### src/rtl/alu_serial.sv
// alu_serial: digit-serial ALU built from chained 1-bit slices.
// It processes DIGIT bits per cycle, LSB first, behind a start/busy/done handshake.
// Results and flags are registered on the FIN edge and held until the next accept.
module alu_serial #(
  parameter int WIDTH = 32,
  parameter int DIGIT = 1
) (
  input  logic             clk,
  input  logic             rst_n,
  input  logic             start,
  input  logic [2:0]       op,
  input  logic [WIDTH-1:0] a,
  input  logic [WIDTH-1:0] b,
  output logic             busy,
  output logic             done,
  output logic [WIDTH-1:0] result,
  output logic             carry_out,
  output logic             overflow,
  output logic             zero
);

  localparam int N  = WIDTH / DIGIT;
  localparam int CW = (N > 1) ? $clog2(N) : 1;
  localparam logic [CW-1:0] LAST = CW'(N - 1);

  localparam logic [2:0] OP_AND = 3'b000;
  localparam logic [2:0] OP_OR  = 3'b001;
  localparam logic [2:0] OP_ADD = 3'b010;
  localparam logic [2:0] OP_XOR = 3'b011;
  localparam logic [2:0] OP_NOR = 3'b100;
  localparam logic [2:0] OP_RSV = 3'b101;
  localparam logic [2:0] OP_SUB = 3'b110;
  localparam logic [2:0] OP_SLT = 3'b111;

  typedef enum logic [1:0] {IDLE = 2'd0, RUN = 2'd1, FIN = 2'd2} state_t;

  state_t               state_r, state_nx_s;
  logic [WIDTH-1:0]     a_r, b_r, res_sh_r, final_s;
  logic [2:0]           op_r;
  logic [CW-1:0]        cnt_r;
  logic                 carry_r, cmsb_r;
  logic [DIGIT-1:0]     dig_s;
  logic                 c_s, ai_s, bi_s, cin_top_s, carry_nx_s;
  logic                 inv_s, arith_s, ovf_s;
  logic [WIDTH+DIGIT-1:0] res_wide_s;

  assign inv_s   = (op_r == OP_SUB) || (op_r == OP_SLT);
  assign arith_s = (op_r == OP_ADD) || inv_s;
  assign ovf_s   = cmsb_r ^ carry_r;
  assign res_wide_s = {dig_s, res_sh_r};

  // State register.
  always_ff @(posedge clk or negedge rst_n) begin
    if (!rst_n) begin
      state_r <= IDLE;
    end else begin
      state_r <= state_nx_s;
    end
  end

  // Next-state logic: IDLE -> RUN on start, RUN for N cycles, one FIN cycle.
  always_comb begin
    state_nx_s = state_r;
    case (state_r)
      IDLE:    state_nx_s = start ? RUN : IDLE;
      RUN:     state_nx_s = (cnt_r == LAST) ? FIN : RUN;
      FIN:     state_nx_s = IDLE;
      default: state_nx_s = IDLE;
    endcase
  end

  // Output decode: busy covers both the RUN and FIN states.
  always_comb begin
    busy = 1'b0;
    case (state_r)
      RUN:     busy = 1'b1;
      FIN:     busy = 1'b1;
      default: busy = 1'b0;
    endcase
  end

  // Chained slices on the low digit; cin_top_s captures the carry into the top slice.
  always_comb begin
    dig_s     = '0;
    c_s       = carry_r;
    cin_top_s = carry_r;
    ai_s      = 1'b0;
    bi_s      = 1'b0;
    for (int i = 0; i < DIGIT; i++) begin
      ai_s      = a_r[i];
      bi_s      = b_r[i] ^ inv_s;
      cin_top_s = c_s;
      case (op_r)
        OP_AND:  dig_s[i] = a_r[i] & b_r[i];
        OP_OR:   dig_s[i] = a_r[i] | b_r[i];
        OP_XOR:  dig_s[i] = a_r[i] ^ b_r[i];
        OP_NOR:  dig_s[i] = ~(a_r[i] | b_r[i]);
        OP_ADD:  dig_s[i] = ai_s ^ bi_s ^ c_s;
        OP_SUB:  dig_s[i] = ai_s ^ bi_s ^ c_s;
        OP_SLT:  dig_s[i] = ai_s ^ bi_s ^ c_s;
        default: dig_s[i] = 1'b0;
      endcase
      c_s = (ai_s & bi_s) | (ai_s & c_s) | (bi_s & c_s);
    end
    carry_nx_s = c_s;
  end

  // Final result selection; SLT uses the overflow-corrected sign of A-B.
  always_comb begin
    final_s = '0;
    case (op_r)
      OP_SLT:  final_s[0] = res_sh_r[WIDTH-1] ^ ovf_s;
      OP_RSV:  final_s = '0;
      default: final_s = res_sh_r;
    endcase
  end

  // Datapath: accept/latch in IDLE, shift per digit in RUN, publish results in FIN.
  always_ff @(posedge clk or negedge rst_n) begin
    if (!rst_n) begin
      a_r       <= '0;
      b_r       <= '0;
      op_r      <= 3'b000;
      cnt_r     <= '0;
      carry_r   <= 1'b0;
      cmsb_r    <= 1'b0;
      res_sh_r  <= '0;
      result    <= '0;
      carry_out <= 1'b0;
      overflow  <= 1'b0;
      zero      <= 1'b0;
    end else begin
      case (state_r)
        IDLE: begin
          if (start) begin
            a_r       <= a;
            b_r       <= b;
            op_r      <= op;
            cnt_r     <= '0;
            carry_r   <= (op == OP_SUB) || (op == OP_SLT);
            cmsb_r    <= 1'b0;
            res_sh_r  <= '0;
            result    <= '0;
            carry_out <= 1'b0;
            overflow  <= 1'b0;
            zero      <= 1'b0;
          end
        end
        RUN: begin
          a_r      <= a_r >> DIGIT;
          b_r      <= b_r >> DIGIT;
          res_sh_r <= res_wide_s[WIDTH+DIGIT-1:DIGIT];
          carry_r  <= carry_nx_s;
          if (cnt_r == LAST) begin
            cmsb_r <= cin_top_s;
          end
          cnt_r <= cnt_r + CW'(1);
        end
        FIN: begin
          result    <= final_s;
          carry_out <= arith_s & carry_r;
          overflow  <= arith_s & ovf_s;
          zero      <= (final_s == '0);
        end
        default: begin
          cnt_r <= '0;
        end
      endcase
    end
  end

  // done is a registered one-cycle pulse on the edge that leaves FIN.
  always_ff @(posedge clk or negedge rst_n) begin
    if (!rst_n) begin
      done <= 1'b0;
    end else begin
      done <= (state_r == FIN);
    end
  end

endmodule

### config.mk
export PLATFORM = sky130hd
export DESIGN_NAME = alu_serial
export DESIGN_NICKNAME = d
export VERILOG_FILES = /design/src/rtl/alu_serial.sv
export SDC_FILE = /design/constraint.sdc
export NUM_CORES = 1
export LEC_CHECK = 0
export ABC_AREA = 1
export CORE_MARGIN = 2
export CORE_UTILIZATION = 57
export CTS_CLUSTER_DIAMETER = 30
export CTS_CLUSTER_SIZE = 16
export DETAILED_ROUTE_END_ITERATION = 12
export HOLD_SLACK_MARGIN = 0.12
export MAX_ROUTING_LAYER = met4
export PLACE_DENSITY = 0.85
export SETUP_SLACK_MARGIN = 0.1
export SLEW_MARGIN = 20
export SYNTH_ARGS = -nofsm -noshare
export SYNTH_HDL_FRONTEND = slang
export SYNTH_SLANG_ARGS = --single-unit
### constraint.sdc
create_clock -name clk -period 2.6 [get_ports clk]
set_clock_uncertainty 0.05 [all_clocks]
set_input_delay 0.52 -clock clk [delete_from_list [all_inputs] [get_ports clk]]
set_output_delay 0.52 -clock clk [all_outputs]
set_load 0.02 [all_outputs]
==> out/summary.txt <==
RR Startpoint = state_r[1]$_DFF_PN0_
DR vias = 5358
Critical path type = flop to primary output
Critical path buffer and inverter count = 2
Sequential area share after synthesis = 56.7%
Antenna Cells = 0
Area Growth Syn to Fin = 27.2%
Synth area leader = dfrtp_1
Relative slew slack = 57.5%
First-pass GRT wire length = 23800 µm
CP Cell Sequence = inv_1 > ha_1 > clkdlybuf4s50_1
Max incr delay on CP = 0.59 ns
Worst Hold Slack = 0.429 ns
Clk pwr share = 24.9%
Hold Crit Start = b_r[31]$_DFFE_PN0P_
CTS resizes = 0
Combinational Power Share = 37.8%
Largest net degree at the start of global routing = 65
CTS H-tree lvls = 4
Period minus WS final = 2.41 ns
GRT Util Overall = 26.6%
Antenna violations before repair = 0
Top post-synthesis cells by area = dfrtp_1 (57%), nand2_1 (13%), a31oi_1 (6.1%)
Finished Cell Area = 8090 µm²
Syn Area/Cell = 8.72 µm²
Post-route insts no fill = 976
Endpoint class of the critical path = primary output
CTS Sinks = 144
Vias per cell = 5.49
Final setup fails = 0
Mapped Cells = 729
Share of power burned in registers = 37.3%
NumNets Final = 901
Clk buf depth = 2
Fin crit share = 92.8%
Final TNS setup = 0 ns
Drt pass-1 iters = 5
EDFF count, synth = 0
Slew @ Worst Pin = 0.638 ns
Outcome = finished, final reports clean
Die H = 110 µm
Pint = 5.91 mW
DPL Wire Length = 9750 µm
Setup Fix Bufs, Post-CTS = 0
Synthesized flop and latch total = 144
Worst Path Arrival = 1.84 ns
Vias in the first global route = 5181
Total Routed Length = 14300 µm
Post-synthesis async set-or-reset flop share = 100%
Placed insts = 943
Iteration-0 DRC Markers = 334
Slew Limit Fails = 0
Max-cap violation count = 0
WL per Instance = 14.6 µm
Worst Setup SP = state_r[0]$_DFF_PN0_
Post-synth top area share = 56.7%
CTS tree = built
Crit path required time = 2.03 ns
Pleak = 3.83 nW
P per Cell Area = 1170 nW/µm²
Startpoint Class = flop
Detail Route Antenna Nets = 0
DRC = 0
Worst IR Drop VDD = 0.682 mV
CP Max Fanout = 2
Die Area = 12000 µm²
CTS Buf Count = 17
Fill count = 754
Layout cells sized above 1 = 6.46%
Port bufs = 106
Syn Nets = 807
Num rows = 38
Initial core utilization = 58.6%
Placed Area = 7490 µm²
Sw Ratio = 37.8%
Fmax achieved = 0.414 GHz
Clk_lat worst skew = 0.52 ns
Final Hold Viols = 0
Register clock-pin slew on the reported worst setup and hold paths = 0.06 ns
Mapped Area = 6360 µm²
Hold WC Path Type = flop to flop
RSZ-0062 raised after global routing = false
Tot Pwr = 9.49 mW
# hold bufs at CTS = 1
Synth Warn # = 0
Chip Width = 110 µm
# IOs = 107
Kind of cell adding the most delay to the critical path = buffers and inverters
Core area = 10800 µm²
Placer Congestion = 0.865
Net Switching = 3.59 mW
CP max-delay cell = clkdlybuf4s50_1
Reg2Reg Setup Slack = 0.64 ns
Netlist cell types = 29
Root buffer cell = clkbuf_8
GR Overflow Total = 0
Ys flop type = dfrtp_1
-- kinds of logic after synthesis --
family	count (synthesis)	synth area share [%]
AND/OR/NAND/NOR	343	21.3
flip-flops	144	56.7
AO/OA/AOI/OAI	133	12.8
buffers and inverters	99	7.30
adder cells (fa/ha/maj)	8	1.69
XOR/XNOR	2	0.276
-- stage by stage --
step | setup slack, ns | utilization, %
3_3_place_gp | 0.459 | 69.1
5_1_grt | 0.122 | 74.6
6_report | 0.187 | 74.6
4_1_cts | 0.182 | 74.6
3_5_place_dp | 0.397 | 69.1
2_1_floorplan | 1.04 | -
-- worst paths after layout --
check | to | cells past startpoint
min in group asynchronous | result[31]$_DFFE_PN0P_ | 2
worst max-delay path | busy | 3
worst min-delay path | b_r[31]$_DFFE_PN0P_ | 2
worst max register to register | res_sh_r[21]$_DFFE_PN0P_ | 7
worst min register to register | b_r[31]$_DFFE_PN0P_ | 2
max in group asynchronous | result[16]$_DFFE_PN0P_ | 3
-- cell usage in the layout, fill, tap and decap left out, types with 2 or more instances in the layout --
cell / count
buf_12: 5
o31ai_1: 2
o22ai_1: 30
clkinvlp_4: 3
clkbuf_1: 2
nand3_1: 37
dfrtp_1: 144
inv_1: 51
a31oi_1: 62
nor2_1: 73
nand2_1: 228
ha_1: 6
buf_4: 7
clkbuf_8: 5
o21ai_0: 27
clkdlybuf4s50_1: 105
inv_2: 3
bufinv_16: 2
clkinv_2: 3
xor2_1: 2
o21ai_1: 2
clkbuf_16: 16
o21ai_2: 5
a21oi_1: 2
-- state kept, by name (all words and copies together) (netlist names), 2 cells and up --
signal	cells
op_r	3
cnt_r	5
res_sh_r	32
a_r	32
state_r	2
result	32
b_r	32
-- synth_stat cells, drive strengths merged, types with 2 or more instances --
cell type and n:
a21oi 2, a31oi 62, buf 32, clkbuf 12, dfrtp 144, ha 7, inv 55, nand2 229
nand3 37, nor2 73, o21ai 34, o22ai 30, o31ai 2, xor2 2
-- area by class of cell --
type | instances | area [µm²] | share of cell area [%]
Timing Repair Buffer | 119 | 1220 | 15.1
Tap cell | 140 | 175 | 2.17
Clock inverter | 9 | 106 | 1.32
Clock buffer | 23 | 477 | 5.90
Multi-Input combinational cell | 486 | 2290 | 28.3
Sequential cell | 144 | 3600 | 44.6
Inverter | 55 | 209 | 2.58
-- power by group through the flow --
stage | Clock, mW | Combinational, mW | Sequential [mW]
2_1_floorplan | 0 | 2.83 | 3.45
3_3_place_gp | 0 | 3.37 | 3.52
3_5_place_dp | 0 | 3.56 | 3.56
4_1_cts | 2.39 | 3.60 | 3.54
5_1_grt | 2.49 | 4.07 | 3.64
6_report | 2.36 | 3.59 | 3.54
-- routing by layer --
metal	GRT usage [%]	wire [µm]	vias up
met3	5.99	725	27
li1	-	-	2585
met1	32.7	6160	2578
met4	10.0	288	0
met5	-	0	-
met2	43.3	7120	168
-- tightest hold or removal path: cells and delay by family (launching register included) --
kind,cells,cell delay (ns)
DFF,1,0.34
and+or+nand+nor,2,0.11
Power figures use the tool's default switching activity.
